## config.mk

```make
export PLATFORM = sky130hd
export DESIGN_NAME = uart_reg_bank
export DESIGN_NICKNAME = d
export VERILOG_FILES = /design/src/rtl/uart_reg_bank.sv
export SDC_FILE = /design/constraint.sdc
export NUM_CORES = 1
export LEC_CHECK = 0
export ABC_AREA = 0
export CAP_MARGIN = 15
export CELL_PAD_IN_SITES_DETAIL_PLACEMENT = 1
export CELL_PAD_IN_SITES_GLOBAL_PLACEMENT = 1
export CORE_UTILIZATION = 40
export DETAILED_ROUTE_END_ITERATION = 8
export GPL_TIMING_DRIVEN = 0
export PLACE_DENSITY_LB_ADDON = 0.1
export SKIP_CTS_REPAIR_TIMING = 1
export SLEW_MARGIN = 20
export SYNTH_ARGS = -nofsm -noshare
export SYNTH_HDL_FRONTEND = slang
export SYNTH_SLANG_ARGS = --single-unit
```

## constraint.sdc

```tcl
create_clock -name clk_i -period 5.3 [get_ports clk_i]
set_clock_uncertainty 0.1 [all_clocks]
set_input_delay 0.795 -clock clk_i [delete_from_list [all_inputs] [get_ports clk_i]]
set_output_delay 0.795 -clock clk_i [all_outputs]
set_load 0.05 [all_outputs]
```

## src/rtl/uart_reg_bank.sv

```systemverilog
`default_nettype none
// =============================================================================
// uart_reg_bank : UART ctrl/cfg registers, TX/RX byte FIFOs on a mem-style bus
// Rev 1.0
// =============================================================================
module uart_reg_bank #(
  parameter int              ADDR_W     = 32,
  parameter int              DATA_W     = 32,
  parameter logic [ADDR_W-1:0] REG_BASE = '0,
  parameter int              FIFO_DEPTH = 16,
  parameter logic [15:0]     DIV_RST    = 16'd868
) (
  input  logic                  clk_i,
  input  logic                  arst_i,
  input  logic                  mem_we_i,
  input  logic [ADDR_W-1:0]     mem_waddr_i,
  input  logic [DATA_W-1:0]     mem_wdata_i,
  input  logic [DATA_W/8-1:0]   mem_wstrb_i,
  output logic [1:0]            mem_wresp_o,
  input  logic                  mem_re_i,
  input  logic [ADDR_W-1:0]     mem_raddr_i,
  output logic [DATA_W-1:0]     mem_rdata_o,
  output logic [1:0]            mem_rresp_o,
  output logic [7:0]            tx_data_o,
  output logic                  tx_valid_o,
  input  logic                  tx_ready_i,
  input  logic [7:0]            rx_data_i,
  input  logic                  rx_valid_i,
  output logic [15:0]           cfg_div_o,
  output logic                  cfg_par_en_o,
  output logic                  cfg_par_odd_o,
  output logic                  cfg_stop2_o
);

  localparam int PTR_W = $clog2(FIFO_DEPTH);
  localparam int CNT_W = PTR_W + 1;

  localparam logic [ADDR_W-1:0] OFF_CTRL   = ADDR_W'(32'h00);
  localparam logic [ADDR_W-1:0] OFF_CFG    = ADDR_W'(32'h04);
  localparam logic [ADDR_W-1:0] OFF_STATUS = ADDR_W'(32'h08);
  localparam logic [ADDR_W-1:0] OFF_TXCNT  = ADDR_W'(32'h0C);
  localparam logic [ADDR_W-1:0] OFF_RXCNT  = ADDR_W'(32'h10);
  localparam logic [ADDR_W-1:0] OFF_TXDATA = ADDR_W'(32'h14);
  localparam logic [ADDR_W-1:0] OFF_RXDATA = ADDR_W'(32'h18);

  localparam logic [1:0] RESP_OKAY   = 2'b00;
  localparam logic [1:0] RESP_SLVERR = 2'b10;

  logic              tx_en_q, tx_en_d, rx_en_q, rx_en_d;
  logic [15:0]       div_q, div_d;
  logic              par_en_q, par_en_d, par_odd_q, par_odd_d, stop2_q, stop2_d;
  logic              rx_ovf_q, rx_ovf_d;
  logic [PTR_W-1:0]  tx_rd_ptr_q, tx_rd_ptr_d, tx_wr_ptr_q, tx_wr_ptr_d;
  logic [PTR_W-1:0]  rx_rd_ptr_q, rx_rd_ptr_d, rx_wr_ptr_q, rx_wr_ptr_d;
  logic [CNT_W-1:0]  tx_cnt_q, tx_cnt_d, rx_cnt_q, rx_cnt_d;
  logic [7:0]        tx_mem_q [FIFO_DEPTH];
  logic [7:0]        rx_mem_q [FIFO_DEPTH];

  logic [ADDR_W-1:0] woff, roff;
  logic              tx_full, tx_empty, rx_full, rx_empty;
  logic              wr_ctrl, wr_cfg, wr_status, wr_txdata, rd_en;
  logic              tx_push, tx_pop, tx_clr, rx_push, rx_pop, rx_clr, rx_ovf_set, rx_ovf_clr;

  assign woff = mem_waddr_i - REG_BASE;
  assign roff = mem_raddr_i - REG_BASE;

  assign tx_full  = (tx_cnt_q == CNT_W'(FIFO_DEPTH));
  assign tx_empty = (tx_cnt_q == '0);
  assign rx_full  = (rx_cnt_q == CNT_W'(FIFO_DEPTH));
  assign rx_empty = (rx_cnt_q == '0);

  assign wr_ctrl   = mem_we_i && (woff == OFF_CTRL);
  assign wr_cfg    = mem_we_i && (woff == OFF_CFG);
  assign wr_status = mem_we_i && (woff == OFF_STATUS);
  assign wr_txdata = mem_we_i && (woff == OFF_TXDATA);
  assign rd_en     = mem_re_i && !mem_we_i;

  // Full/empty qualifiers all use pre-edge state, so a push to a full FIFO fails
  // even when a pop happens in the same cycle.
  assign tx_push    = wr_txdata && mem_wstrb_i[0] && !tx_full;
  assign tx_pop     = tx_valid_o && tx_ready_i;
  assign tx_clr     = wr_ctrl && mem_wstrb_i[0] && mem_wdata_i[2];
  assign rx_push    = rx_valid_i && rx_en_q && !rx_full;
  assign rx_ovf_set = rx_valid_i && rx_en_q && rx_full;
  assign rx_pop     = rd_en && (roff == OFF_RXDATA) && !rx_empty;
  assign rx_clr     = wr_ctrl && mem_wstrb_i[0] && mem_wdata_i[3];
  assign rx_ovf_clr = wr_status && mem_wstrb_i[0] && mem_wdata_i[4];

  assign tx_valid_o    = tx_en_q && !tx_empty;
  assign tx_data_o     = tx_empty ? 8'h00 : tx_mem_q[tx_rd_ptr_q];
  assign cfg_div_o     = div_q;
  assign cfg_par_en_o  = par_en_q;
  assign cfg_par_odd_o = par_odd_q;
  assign cfg_stop2_o   = stop2_q;

  always_comb begin
    mem_wresp_o = RESP_OKAY;
    if (mem_we_i) begin
      case (woff)
        OFF_CTRL, OFF_CFG, OFF_STATUS: mem_wresp_o = RESP_OKAY;
        OFF_TXDATA: mem_wresp_o = tx_push ? RESP_OKAY : RESP_SLVERR;
        default:    mem_wresp_o = RESP_SLVERR;
      endcase
    end
  end

  always_comb begin
    mem_rdata_o = '0;
    mem_rresp_o = RESP_OKAY;
    if (mem_re_i) begin
      if (mem_we_i) begin
        mem_rresp_o = RESP_SLVERR;
      end else begin
        case (roff)
          OFF_CTRL:   mem_rdata_o[1:0] = {rx_en_q, tx_en_q};
          OFF_CFG:    mem_rdata_o[18:0] = {stop2_q, par_odd_q, par_en_q, div_q};
          OFF_STATUS: mem_rdata_o[4:0] = {rx_ovf_q, rx_empty, rx_full, tx_empty, tx_full};
          OFF_TXCNT:  mem_rdata_o[CNT_W-1:0] = tx_cnt_q;
          OFF_RXCNT:  mem_rdata_o[CNT_W-1:0] = rx_cnt_q;
          OFF_RXDATA: begin
            if (rx_empty) mem_rresp_o = RESP_SLVERR;
            else          mem_rdata_o[7:0] = rx_mem_q[rx_rd_ptr_q];
          end
          default:    mem_rresp_o = RESP_SLVERR;
        endcase
      end
    end
  end

  always_comb begin
    tx_en_d     = tx_en_q;
    rx_en_d     = rx_en_q;
    div_d       = div_q;
    par_en_d    = par_en_q;
    par_odd_d   = par_odd_q;
    stop2_d     = stop2_q;
    rx_ovf_d    = rx_ovf_q;
    tx_rd_ptr_d = tx_rd_ptr_q;
    tx_wr_ptr_d = tx_wr_ptr_q;
    tx_cnt_d    = tx_cnt_q;
    rx_rd_ptr_d = rx_rd_ptr_q;
    rx_wr_ptr_d = rx_wr_ptr_q;
    rx_cnt_d    = rx_cnt_q;

    if (wr_ctrl && mem_wstrb_i[0]) begin
      tx_en_d = mem_wdata_i[0];
      rx_en_d = mem_wdata_i[1];
    end
    if (wr_cfg) begin
      if (mem_wstrb_i[0]) div_d[7:0]  = mem_wdata_i[7:0];
      if (mem_wstrb_i[1]) div_d[15:8] = mem_wdata_i[15:8];
      if (mem_wstrb_i[2]) begin
        par_en_d  = mem_wdata_i[16];
        par_odd_d = mem_wdata_i[17];
        stop2_d   = mem_wdata_i[18];
      end
    end

    // A new overflow beats a concurrent clear so no drop goes unreported.
    if (rx_ovf_clr) rx_ovf_d = 1'b0;
    if (rx_ovf_set) rx_ovf_d = 1'b1;

    if (tx_clr) begin
      tx_rd_ptr_d = '0;
      tx_wr_ptr_d = '0;
      tx_cnt_d    = '0;
    end else begin
      if (tx_push) tx_wr_ptr_d = tx_wr_ptr_q + PTR_W'(1);
      if (tx_pop)  tx_rd_ptr_d = tx_rd_ptr_q + PTR_W'(1);
      if (tx_push && !tx_pop) tx_cnt_d = tx_cnt_q + CNT_W'(1);
      if (!tx_push && tx_pop) tx_cnt_d = tx_cnt_q - CNT_W'(1);
    end

    if (rx_clr) begin
      rx_rd_ptr_d = '0;
      rx_wr_ptr_d = '0;
      rx_cnt_d    = '0;
    end else begin
      if (rx_push) rx_wr_ptr_d = rx_wr_ptr_q + PTR_W'(1);
      if (rx_pop)  rx_rd_ptr_d = rx_rd_ptr_q + PTR_W'(1);
      if (rx_push && !rx_pop) rx_cnt_d = rx_cnt_q + CNT_W'(1);
      if (!rx_push && rx_pop) rx_cnt_d = rx_cnt_q - CNT_W'(1);
    end
  end

  always_ff @(posedge clk_i or posedge arst_i) begin
    if (arst_i) begin
      tx_en_q     <= 1'b0;
      rx_en_q     <= 1'b0;
      div_q       <= DIV_RST;
      par_en_q    <= 1'b0;
      par_odd_q   <= 1'b0;
      stop2_q     <= 1'b0;
      rx_ovf_q    <= 1'b0;
      tx_rd_ptr_q <= '0;
      tx_wr_ptr_q <= '0;
      tx_cnt_q    <= '0;
      rx_rd_ptr_q <= '0;
      rx_wr_ptr_q <= '0;
      rx_cnt_q    <= '0;
    end else begin
      tx_en_q     <= tx_en_d;
      rx_en_q     <= rx_en_d;
      div_q       <= div_d;
      par_en_q    <= par_en_d;
      par_odd_q   <= par_odd_d;
      stop2_q     <= stop2_d;
      rx_ovf_q    <= rx_ovf_d;
      tx_rd_ptr_q <= tx_rd_ptr_d;
      tx_wr_ptr_q <= tx_wr_ptr_d;
      tx_cnt_q    <= tx_cnt_d;
      rx_rd_ptr_q <= rx_rd_ptr_d;
      rx_wr_ptr_q <= rx_wr_ptr_d;
      rx_cnt_q    <= rx_cnt_d;
    end
  end

  // Storage needs no reset: empty FIFOs never expose their contents.
  always_ff @(posedge clk_i) begin
    if (tx_push) tx_mem_q[tx_wr_ptr_q] <= mem_wdata_i[7:0];
    if (rx_push) rx_mem_q[rx_wr_ptr_q] <= rx_data_i;
  end

  logic unused_bits;
  assign unused_bits = ^{mem_wdata_i[DATA_W-1:19], mem_wstrb_i[DATA_W/8-1:3]};

endmodule
`default_nettype wire

```

Word-level counts from Yosys, hierarchy flattened. Memories as Yosys holds them, arrays and structs flattened. Index checks and enable logic that the tools add are counted.

Register bits after elaboration: 48. Memories: 2. Bits in writable memories: 256.

Memory list: rx_mem_q (depth 16, width 8, read ports 1, clocked after Yosys merged registers in 0, write ports 1, line 57) `logic [7:0] rx_mem_q [FIFO_DEPTH];`; tx_mem_q (depth 16, width 8, read ports 1, clocked after Yosys merged registers in 0, write ports 1, line 56) `logic [7:0] tx_mem_q [FIFO_DEPTH];`.

Add/sub/neg operators: 8. Equality and inequality tests: 10. Multiplexer cells: 35. Reduce and logical (&&, ||, !) cells: 48.

Operator list (number): == test 32 x 4 -> 1 bit (second input constant) (3); == test 32 x 5 -> 1 bit (second input constant) (3); == test 32 x 3 -> 1 bit (second input constant) (2); logical NOT 32 bit (2); 2-to-1 mux 19 bit (2); 2-to-1 mux 4 bit (8); 2-to-1 mux 5 bit (6); logical AND 1 bit (23); adder 4 x 1 -> 4 bit (second input constant) (4); 2-to-1 mux 8 bit (2); case mux 3 bit (5 select lines) (1); case mux 2 bit (6 select lines) (1); 2-to-1 mux 11 bit (1); adder 5 x 1 -> 5 bit (second input constant) (2); == test 5 bit (second input constant) (2); logical NOT 5 bit (2); 2-to-1 mux 2 bit (5); nonzero test 2 bit (5); subtractor 5 x 1 -> 5 bit (second input constant) (2); logical NOT 1 bit (9); case mux 2 bit (2 select lines) (2); 2-to-1 mux 1 bit (6); case mux 3 bit (2 select lines) (1); AND reduction 2 bit (3); 3 further kinds (4).

Logic depth before layout (Yosys ltp). Gate-level depths: netlist of the first run.

Depth after elaboration: 9. Gate-level depth with buffers: 13. Depth with buffers taken out: 11.

Worst setup path after synthesis of the first run. No wires, ideal clock.

Kind: reg-to-output. From: register rx_rd_ptr_q[0]. To: output port mem_rdata_o[1]. Setup slack: 1.459 ns. Data required time: 4.405 ns. Arrival time: 2.946 ns. Cell stages (with the launch flop): 9. Path through: dfrtp_1 > buf_2 > buf_4 > buf_4 > mux2i_1 > a221oi_1 > o21ai_0 > a21o_1 > a221oi_1.

Word-level cells in the longest chain between the ends: 5.

Ends and longest elaborated chain: start, declared (line 54) `logic [PTR_W-1:0] rx_rd_ptr_q, rx_rd_ptr_d, rx_wr_ptr_q, rx_wr_ptr_d;`; start signal, assigned (line 212) `rx_rd_ptr_q <= rx_rd_ptr_d;`; memory (16 x 8 bit); 2-to-1 mux 8 bit (line 121) `if (rx_empty) mem_rresp_o = RESP_SLVERR;`; case mux 2 bit (6 select lines) (line 114) `case (roff)`; 2-to-1 mux 19 bit (line 111) `if (mem_we_i) begin`; 2-to-1 mux 19 bit (line 110) `if (mem_re_i) begin`; end, declared (line 22) `output logic [DATA_W-1:0] mem_rdata_o,`.

Every way passes these cells.

Worst setup path in the final report of the first run.
From: register rx_rd_ptr_q[1]. To: output port mem_rdata_o[7].

Word-level cells in the longest chain between the ends: 5.

Ends and longest elaborated chain (line): memory (16 x 8 bit); 2-to-1 mux 8 bit (121); case mux 3 bit (2 select lines) (114); 2-to-1 mux 19 bit (111); 2-to-1 mux 19 bit (110).

Every way passes these cells.

==> key figures, run 1 <==
Clock network
  – CTS Sinks: 304
  – Max Root-Sink Buffers: 3
  – Worst skew pair latency: 510 ps
  – CTS tree: built
  – Clock root cell: clkbuf_16
  – H-Tree Depth: 2
  – Clock-pin slew on the worst setup and hold paths: 60 ps
  – CTS buffer count: 34

Synthesis
  – Top cell type by total area after synthesis: edfxtp_1
  – Main flop type after synthesis: edfxtp_1
  – Synthesized area: 13400 um^2
  – Post-synth EDFFs: 256
  – Dominant cells by area after synthesis: edfxtp_1 58%, mux4_2 11%, dfrtp_1 8.1%
  – Warnings, synthesis: 0
  – Yosys cell types: 63
  – Ys async rst share: 15.8%
  – Sequential share of the synthesized area: 66.6%
  – Post-Syn Instances: 809
  – Number of synthesized register bits: 304
  – Share of the synthesized area in the top cell type: 57.6%
  – Avg Inst Size Synth: 16.5 um^2

Place
  – DPL Wire Length: 23400 um
  – Buffers on Ports: 148
  – Placed instance area: 15400 um^2
  – DP Worst Slack: -134 ps
  – Gp weighted congestion: 0.754

Floorplanning
  – Die Y-Extent: 185 um
  – Die W: 185 um
  – Core area: 32700 um^2
  – I/O Pins: 178
  – Row cnt: 66
  – Initial Util: 40.8%
  – Die Area: 34100 um^2

STA
  – Tmin final: 4980 ps
  – Slew Limit Fails: 0
  – Final period utilization: 93.9%
  – Hold Slack: 408 ps
  – Setup WS post-layout: 321 ps
  – Setup Viol. Count Final: 0
  – Slew headroom: 38.7%
  – Slew @ Worst Pin: 919 ps
  – RSZ-0062 raised after global routing: false
  – Final Hold Viols: 0
  – Max Fclk: 201 MHz

Run
  – Max Cap Viol: 0

Critical path
  – WS Path Type: flop to primary output
  – Startpoint types: flop
  – Largest fanout on the critical path: 10
  – Req. time, crit path: 4410 ps
  – R2R depth: 10
  – Endpoint class of the critical path: primary output
  – Arrival time at the worst endpoint: 4080 ps

Detailed routing
  – DRT Pass-1 Iters: 4
  – Vias per inst: 5.32
  – Routed WL: 33200 um
  – DRT iter0 DRCs: 454
  – Via count: 7865
  – Antenna Nets Post-Route: 0
  – DRC viols: 0
  – Routed len/inst: 22.5 um

Min path
  – Hold Path Stages: 1
  – Class of the worst hold path: flop to flop

Layout
  – Layout Nets: 1139
  – Final instance area: 16600 um^2
  – Area growth syn-to-layout: 24.0%
  – Fraction of layout cells with a size suffix above 1: 17.1%
  – Filler cell count: 3170
  – ANT cells: 0

Global routing
  – Largest net degree at the start of global routing: 49
  – Initial antenna violation count: 0
  – GR Overflow Total: 0
  – Vias in the first global route: 8321
  – First-pass GRT wire length: 49900 um
  – GRT Overall Usage: 19.9%

Run status
  – Status: finished, final reports clean

Power and ir drop
  – Maximum vdd drop: 0.000150 V
  – Cell Pwr Density: 305 nW/um^2
  – Leakage: 5.67 nW
-- final timing paths --
check / slack, ps / startpoint / end
max in group asynchronous: 3960 / arst_i / cfg_div_o[10]$_DFFE_PP0P_
setup / recovery: 320 / rx_rd_ptr_q[1]$_DFFE_PP0P_ / mem_rdata_o[7]
min in group asynchronous: 650 / arst_i / tx_cnt_q[2]$_DFFE_PP0P_
hold / removal: 410 / rx_ovf_q$_DFFE_PP0P_ / rx_ovf_q$_DFFE_PP0P_
setup reg to reg: 1940 / tx_cnt_q[1]$_DFFE_PP0P_ / tx_cnt_q[2]$_DFFE_PP0P_
hold reg to reg: 410 / rx_ovf_q$_DFFE_PP0P_ / rx_ovf_q$_DFFE_PP0P_
-- worst max-delay path, stage by stage, from the launching register on --
cell	delay, ps
dfrtp_1	350
clkbuf_1	390
clkbuf_1	550
buf_2	450
mux4_2	380
a222oi_1	540
o2bb2ai_1	160
clkdlybuf4s50_1	740
-- power by group --
group / internal [mW] / switching (mW)
clock network: 1.33 / 0.955
registers: 2.59 / 0.00000000459
logic: 0.0799 / 0.0918
total: 4.01 / 1.05
-- routing by layer --
layer	up-vias	global-route usage [%]	routed length (um)
met2	215	32.1	15600
li1	3557	-	-
met5	-	0	0
met4	0	4.13	401
met3	37	3.20	1970
met1	4056	28.5	15300
-- final cells by class --
type                            count  area (um^2)  area share, %
Buffer                             57          304           1.84
Clock buffer                       42          912           5.51
Clock inverter                     20          175           1.06
Multi-Input combinational cell    446         4160           25.1
Sequential cell                   304         8890           53.7
Tap cell                          442          553           3.34
Inverter                           16         62.6          0.378
Timing Repair Buffer              150         1500           9.04
-- placed cells by master (no fill, tap or decap), types with 5 or more instances in the layout --
cell and n:
nand2_1 37, xnor2_1 8, and2_1 37, nor2_1 35, nor2b_1 14, a221oi_1 10, buf_4 19, nor4_1 17
mux2i_1 33, dfstp_2 5, mux4_2 64, clkbuf_16 35, nand4_1 9, and3_1 8, o21a_1 5, and4_1 6
mux2_2 23, dfrtp_1 43, conb_1 15, a21oi_1 12, xor2_1 7, edfxtp_1 256, o21ai_0 6, inv_1 14
clkbuf_1 33, nor3_1 8, buf_2 9, nand3_1 12, ha_1 15, clkinv_1 10, clkdlybuf4s50_1 148
-- sequential cells by signal, summed over array words and instances, names as in the netlist --
register	count
tx_cnt_q	5
rx_mem_q	128
cfg_par_odd_o	1
rx_wr_ptr_q	4
rx_ovf_q	1
cfg_par_en_o	1
tx_en_q	1
tx_mem_q	128
cfg_stop2_o	1
tx_wr_ptr_q	4
rx_rd_ptr_q	4
cfg_div_o	16
rx_en_q	1
tx_rd_ptr_q	4
rx_cnt_q	5
-- cells by family after synthesis --
group | Yosys count | synth area share (%)
flops | 304 | 66.6
simple gates | 203 | 8.32
mux | 121 | 15.3
compound gates | 74 | 4.10
buf+inv | 73 | 2.73
xor+xnor | 17 | 1.32
fa+ha+maj | 16 | 1.56
other cells | 1 | 0.0281
-- cells in the mapped netlist (all sizes together) (2+ instances only) --
cell / instances
a21o: 4
nor3b: 5
dfrtp: 43
a222oi: 2
or4: 3
nor4: 17
inv: 15
and3b: 3
or3: 2
o22ai: 4
o2bb2ai: 3
xnor2: 8
and4: 6
xor2: 7
a211oi: 3
o31a: 2
a21oi: 12
edfxtp: 256
o21ai: 7
buf: 30
mux2i: 33
a221o: 2
nand3: 12
and2: 37
a31oi: 4
nor2b: 14
o211ai: 3
nor3: 9
clkbuf: 27
o21a: 5
and3: 9
nand2: 37
mux2: 24
nor2: 35
xnor3: 2
ha: 15
nand4: 9
mux4: 64
dfstp: 5
a221oi: 10
a22oi: 4
nand2b: 3
-- metrics by stage --
stage / util (%) / instances / power, mW / TNS, ps
6_report: 50.6 / 1477 / 5.05 / 0
5_1_grt: 50.6 / 1477 / 5.19 / 0
4_1_cts: 50.6 / 1475 / 5.10 / -1040
3_5_place_dp: 47.2 / 1413 / 2.82 / -1020
3_3_place_gp: 47.2 / 1413 / 2.81 / -5200
2_1_floorplan: - / 823 / 2.70 / 0
(Power assumes the default switching activity.)
==> run 2, diff against run 1 <==
CAP_MARGIN = default   (was 15)
clock period = 6.3 ns   (was 5.3 ns; I/O delays follow)
==> run 2 against run 1 <==
Effect of this change:
- core utilization decreased by 0.084 points
- non-clock buffer count down 2
- largest cell class unchanged
- sequential share of layout area is 0.089 points higher
==> key figures, run 2 (same netlist as run 1, synthesis figures left out) <==
Detailed routing
  – Routed len/inst: 22.5 um (about the same)
  – DRT iter0 DRCs: 467 (+2.9%)
  – DRT Pass-1 Iters: 4 (unchanged)
  – Vias per inst: 5.29 (-0.63%)
  – Antenna Nets Post-Route: 0 (unchanged)
  – Via count: 7805 (-0.76%)
  – Routed WL: 33200 um (about the same)
  – DRC viols: 0 (unchanged)

Power and ir drop
  – Final Power: 4.25 mW (-16%)
  – Cell Pwr Density: 257 nW/um^2 (-16%)
  – Maximum vdd drop: 0.000125 V (-16%)
  – Leakage: 5.64 nW (-0.42%)

Layout
  – Fraction of layout cells with a size suffix above 1: 16.9% (-0.16 points)
  – Layout Nets: 1137 (-0.18%)
  – Area growth syn-to-layout: 23.8%
  – Most frequent cells in the layout: 256 x edfxtp_1, 148 x clkdlybuf4s50_1, 64 x mux4_2
  – Final Util: 50.6% (-0.084 points)
  – ANT cells: 0 (unchanged)
  – Most common cell after layout, fill and taps aside: edfxtp_1
  – Filler cell count: 3170 (unchanged)

STA
  – Slew @ Worst Pin: 931 ps (+12.3 ps)
  – Slew headroom: 37.9% (-0.82 points)
  – Slew Limit Fails: 0 (unchanged)
  – Tmin final: 5610 ps
  – Final Hold Viols: 0 (unchanged)
  – Setup Viol. Count Final: 0 (unchanged)
  – Final period utilization: 89.0%
  – Max Fclk: 178 MHz
  – Fin Setup TNS: 0 ps (unchanged)
  – RSZ-0062 raised after global routing: false

Global routing
  – Met3 Track Usage GR: 3.20% (unchanged)
  – GRT Overall Usage: 19.9% (unchanged)
  – GR Overflow Total: 0 (unchanged)
  – Met2 GRT Util: 32.1% (unchanged)
  – Busiest grt layer: met2
  – Vias in the first global route: 8321 (unchanged)
  – Initial antenna violation count: 0 (unchanged)
  – Largest net degree at the start of global routing: 49 (unchanged)
  – Routing usage on met1: 28.5% (unchanged)
  – First-pass GRT wire length: 49900 um (unchanged)

Critical path
  – Req. time, crit path: 5250 ps (+840 ps)
  – R2R depth: 10 (unchanged)
  – Critical path's largest stage delay: 850 ps (+110 ps)
  – Slowest-stage cell, CP: clkdlybuf4s50_1
  – CP most frequent cell: clkdlybuf4s50_1
  – Startpoint types: input pin
  – Endpoint class of the critical path: primary output
  – WS Path Type: input pin to primary output
  – Arrival time at the worst endpoint: 4560 ps (+480 ps)
  – Largest fanout on the critical path: 10 (unchanged)
  – Crit-path cells: clkdlybuf4s50_1 > nor4_1 > nand4_1 > nor3_2 > nor3b_2 > clkbuf_1 > o2bb2ai_1 > clkdlybuf4s50_1

Clock network
  – Clock-pin slew on the worst setup and hold paths: 60 ps (about the same)
  – CTS Sinks: 304 (unchanged)
  – CTS buffer count: 34 (unchanged)
  – Max Root-Sink Buffers: 3 (unchanged)
  – CTS tree: built
  – H-Tree Depth: 2 (unchanged)
  – Worst skew pair latency: 510 ps (about the same)
  – Clock root cell: clkbuf_16

Floorplanning
  – Die Y-Extent: 185 um (unchanged)
  – Core area: 32700 um^2 (unchanged)
  – Die Area: 34100 um^2 (unchanged)
  – Initial Util: 40.8% (unchanged)
  – Die W: 185 um (unchanged)
  – Row cnt: 66 (unchanged)
  – I/O Pins: 178 (unchanged)

Place
  – Gp weighted congestion: 0.754 (unchanged)
  – Buffers on Ports: 148 (unchanged)
  – DPL Wire Length: 23400 um (unchanged)

Run status
  – Status: finished, final reports clean

Min path
  – Class of the worst hold path: flop to flop
  – Hold Path Stages: 1 (unchanged)

Run
  – Max Cap Viol: 0 (unchanged)
-- run 2: cell types whose count changed in the layout (fill, tap and decap cells not counted) --
cell and change:
buf_4 -2, nor3_2 +1, nor3_4 -1, nor3b_2 +1, nor3b_4 -1
-- run 2: final cells by class --
cell class | instances | area [um^2] | share of cell area, %
flip-flops and latches | 304 | 8890 | 53.8
inverters | 16 | 62.6 | 0.378
multi-input cells | 446 | 4150 | 25.1
repair buffers | 148 | 1480 | 8.96
clock buffers | 42 | 912 | 5.52
well taps | 442 | 553 | 3.34
plain buffers | 57 | 304 | 1.84
clock inverters | 20 | 175 | 1.06
-- run 2: metal layers --
layer  wire length (um)  part of all wire [%]  up-vias
met5                  0                     0        -
met4                401                   1.2        0
met3               1880                   5.7       37
met2              15500                    47      193
met1              15400                    46     4019
li1                   -                     -     3556
-- run 2: worst max-delay path: cells and delay by family --
family	cells	cell delay [ps]
compound gates	1	170
simple gates	4	1720
buf+inv	3	1710
-- run 2: path summary, 6_finish.rpt --
kind	from	end	slack, ps
max in group asynchronous	arst_i	cfg_div_o[10]$_DFFE_PP0P_	4800
worst max-delay path	mem_we_i	mem_rdata_o[7]	690
min in group asynchronous	arst_i	tx_cnt_q[2]$_DFFE_PP0P_	800
worst min-delay path	rx_ovf_q$_DFFE_PP0P_	rx_ovf_q$_DFFE_PP0P_	410
worst min register to register	rx_ovf_q$_DFFE_PP0P_	rx_ovf_q$_DFFE_PP0P_	410
worst max register to register	tx_cnt_q[1]$_DFFE_PP0P_	tx_cnt_q[2]$_DFFE_PP0P_	2930
-- run 2: power breakdown --
part	switching, mW	internal (mW)	leakage [nW]
combinational	0.0767	0.0672	2.17
clock	0.800	1.12	0.526
sequential	0.00000000386	2.18	2.94
total	0.876	3.37	5.64
-- run 2: stage by stage --
step | worst slack (ps) | instance area, um^2 | cells | hold WS (ps)
6_report | 691 | 16500 | 1475 | 408
5_1_grt | 357 | 16500 | 1475 | 450
4_1_cts | 565 | 16500 | 1475 | 406
3_5_place_dp | 566 | 15400 | 1413 | 388
3_3_place_gp | 219 | 15400 | 1413 | 387
2_1_floorplan | 2310 | 13400 | 823 | 356
==> run 3, diff against run 2 <==
CORE_MARGIN = 2   (was default)
==> run 3 against run 2 <==
Effect of this change:
- sequential power is essentially flat
- critical path depth is the same
- via count grew 1.7%
- die area grew 2.2%
- routed wire length grew 2.1%
- maximum frequency shrank 1.9%
- cell count is the same
- worst setup slack lost 110 ps
- register-to-register slack gained 100 ps
- flip-flop and latch count is the same
- critical endpoint unchanged
- largest cell class unchanged
- largest power group unchanged
==> key figures, run 3 (same netlist as run 1, synthesis figures left out) <==
Power and ir drop
  – Internal power: 3.38 mW (+0.17%)
  – Clk pwr share: 45.1% (about the same)
  – Switching part of the total: 20.4% (-0.21 points)
  – Maximum vdd drop: 0.000146 V (+17%)
  – Net Sw Power: 867 uW (-1.1%)
  – Logic pwr share: 3.4% (about the same)
  – Cell Pwr Density: 257 nW/um^2 (about the same)
  – Seq pwr share: 51.4% (about the same)
  – Leakage: 5.64 nW (about the same)

Detailed routing
  – Via count: 7937 (+1.7%)
  – DRC viols: 0 (unchanged)
  – Routed len/inst: 23.0 um (+2.1%)
  – Routed WL: 33900 um (+2.1%)
  – DRT iter0 DRCs: 566 (+21%)
  – DRT Pass-1 Iters: 5 (+1)
  – Antenna Nets Post-Route: 0 (unchanged)
  – Vias per inst: 5.38 (+1.7%)

Layout
  – Most frequent cells in the layout: 256 x edfxtp_1, 148 x clkdlybuf4s50_1, 64 x mux4_2
  – Area growth syn-to-layout: 23.7% (about the same)
  – Register area: 8890 um^2 (unchanged)
  – Multi-input gate area: 4150 um^2 (unchanged)
  – Fin cells: 1475 (unchanged)
  – Most common cell after layout, fill and taps aside: edfxtp_1
  – Layout Nets: 1138 (+0.088%)
  – Filler cell count: 3209 (+1.2%)
  – Fraction of layout cells with a size suffix above 1: 16.9% (-0.080 points)

Critical path
  – Arrival time at the worst endpoint: 4670 ps (+110 ps)
  – Slowest-stage cell, CP: clkdlybuf4s50_1
  – Endpoint class of the critical path: primary output
  – RR Endpoint: tx_cnt_q[2]$_DFFE_PP0P_
  – CP delay by family, top: simple AND/OR/NAND/NOR gates
  – R2R depth: 10 (unchanged)
  – Reg2reg start: tx_cnt_q[1]$_DFFE_PP0P_
  – CP most frequent cell: clkdlybuf4s50_1
  – Buf/Inv on CP: 3 (unchanged)
  – Crit path depth: 8 (unchanged)
  – Startpoint types: input pin
  – Crit. Startpoint: mem_we_i
  – Req. time, crit path: 5250 ps (about the same)
  – WS Path Type: input pin to primary output
  – Critical path's largest stage delay: 850 ps (about the same)
  – R2R Setup Slk: 3030 ps (+100 ps)
  – Largest fanout on the critical path: 10 (unchanged)
  – Crit-path cells: clkdlybuf4s50_1 > nor4_1 > nand4_1 > nor3_2 > nor3b_2 > clkbuf_1 > o2bb2ai_1 > clkdlybuf4s50_1
  – CP endpoint: mem_rdata_o[7]

Place
  – Placed Cells: 1413 (unchanged)
  – Gp weighted congestion: 0.777 (+3.0%)
  – DPL Wire Length: 23600 um (+0.80%)
  – Buffers on Ports: 148 (unchanged)

Clock network
  – Clock root cell: clkbuf_16
  – CTS buffer count: 35 (+2.9%)
  – H-Tree Depth: 2 (unchanged)
  – CTS Sinks: 304 (unchanged)
  – Clock-pin slew on the worst setup and hold paths: 50 ps (about the same)
  – Worst skew pair latency: 520 ps (about the same)
  – Max Root-Sink Buffers: 3 (unchanged)
  – CTS tree: built

STA
  – RSZ-0062 raised after global routing: false
  – Slew @ Worst Pin: 971 ps (+39.6 ps)
  – Setup Viol. Count Final: 0 (unchanged)
  – Tmin final: 5720 ps (+110 ps)
  – Slew headroom: 35.0% (-2.9 points)
  – Final period utilization: 90.8% (+1.8 points)
  – Max Fclk: 175 MHz (-1.9%)
  – Fin Setup TNS: 0 ps (unchanged)
  – Slew Limit Fails: 0 (unchanged)
  – Final Hold Viols: 0 (unchanged)

Run
  – Max Cap Viol: 0 (unchanged)

Global routing
  – GRT Overall Usage: 19.6% (-0.33 points)
  – First-pass GRT wire length: 51600 um (+3.5%)
  – Initial antenna violation count: 0 (unchanged)
  – Routing usage on met1: 28.3% (-0.20 points)
  – GR Overflow Total: 0 (unchanged)
  – Met3 Track Usage GR: 3.74% (+0.54 points)
  – Vias in the first global route: 8430 (+1.3%)
  – Met2 GRT Util: 30.9% (-1.3 points)
  – Largest net degree at the start of global routing: 49 (unchanged)
  – Busiest grt layer: met2

Floorplanning
  – Die Y-Extent: 187 um (+1.1%)
  – Row cnt: 66 (unchanged)
  – Die W: 187 um (+1.1%)
  – Die Area: 34900 um^2 (+2.2%)
  – I/O Pins: 178 (unchanged)
  – Initial Util: 40.8% (unchanged)
  – Core area: 32700 um^2 (unchanged)

Min path
  – Class of the worst hold path: flop to flop
  – Hold path start: rx_ovf_q$_DFFE_PP0P_

Run status
  – Status: finished, final reports clean
[run 3: cell types whose count changed in the layout (fill, tap and decap cells not counted), sizes merged]
cell,change
clkinvlp,-1
diode,+1
[run 3: power by group through the flow]
stage                     Combinational, mW  Clock [mW]  Sequential, mW
after detailed placement              0.145           0            2.22
after CTS                             0.146        1.96            2.18
final                                 0.145        1.92            2.18
after floorplan                      0.0461           0            2.22
after global placement                0.142           0            2.22
after global routing                  0.155        2.04            2.18
[run 3: per-stage QoR]
step / hold slack, ps / area, um^2 / util [%] / setup slack [ps] / total power [mW]
6_report: 408 / 16500 / 50.5 / 580 / 4.24
5_1_grt: 450 / 16500 / 50.5 / 299 / 4.37
4_1_cts: 409 / 16500 / 50.5 / 570 / 4.29
3_5_place_dp: 395 / 15400 / 47.2 / 571 / 2.37
3_3_place_gp: 389 / 15400 / 47.2 / 149 / 2.37
2_1_floorplan: 356 / 13400 / - / 2310 / 2.27
[run 3: area by class of cell]
class	instances	share of cell area, %
inverters	16	0.379
flip-flops and latches	304	53.8
well taps	442	3.35
diodes	1	0.0151
multi-input cells	446	25.1
clock buffers	42	5.59
clock inverters	19	0.901
repair buffers	148	8.97
plain buffers	57	1.84
[run 3: how the worst min path moves through the flow]
stage / cells past startpoint / endpoint / slack, ps
after floorplan: 1 / rx_ovf_q$_DFFE_PP0P_ / 360
after global placement: 1 / rx_ovf_q$_DFFE_PP0P_ / 390
after detailed placement: 1 / rx_ovf_q$_DFFE_PP0P_ / 390
after CTS: 1 / rx_ovf_q$_DFFE_PP0P_ / 410
after global routing: 1 / rx_ovf_q$_DFFE_PP0P_ / 450
final: 1 / rx_ovf_q$_DFFE_PP0P_ / 410
[run 3: routing by layer]
metal,share of wire [%],vias up
li1,-,3557
met1,46,4089
met2,46,253
met3,5.6,38
met4,1.5,0
met5,0,-
[run 3: worst reg2reg max path, delay by kind of cell (launching register included)]
family | cells | cell delay (ps)
AND/OR/NAND/NOR | 3 | 1010
AO/OA/AOI/OAI | 1 | 620
flip-flops | 1 | 370
multiplexers | 2 | 370
buffers and inverters | 2 | 310
adder cells (fa/ha/maj) | 1 | 240
XOR/XNOR | 1 | 180
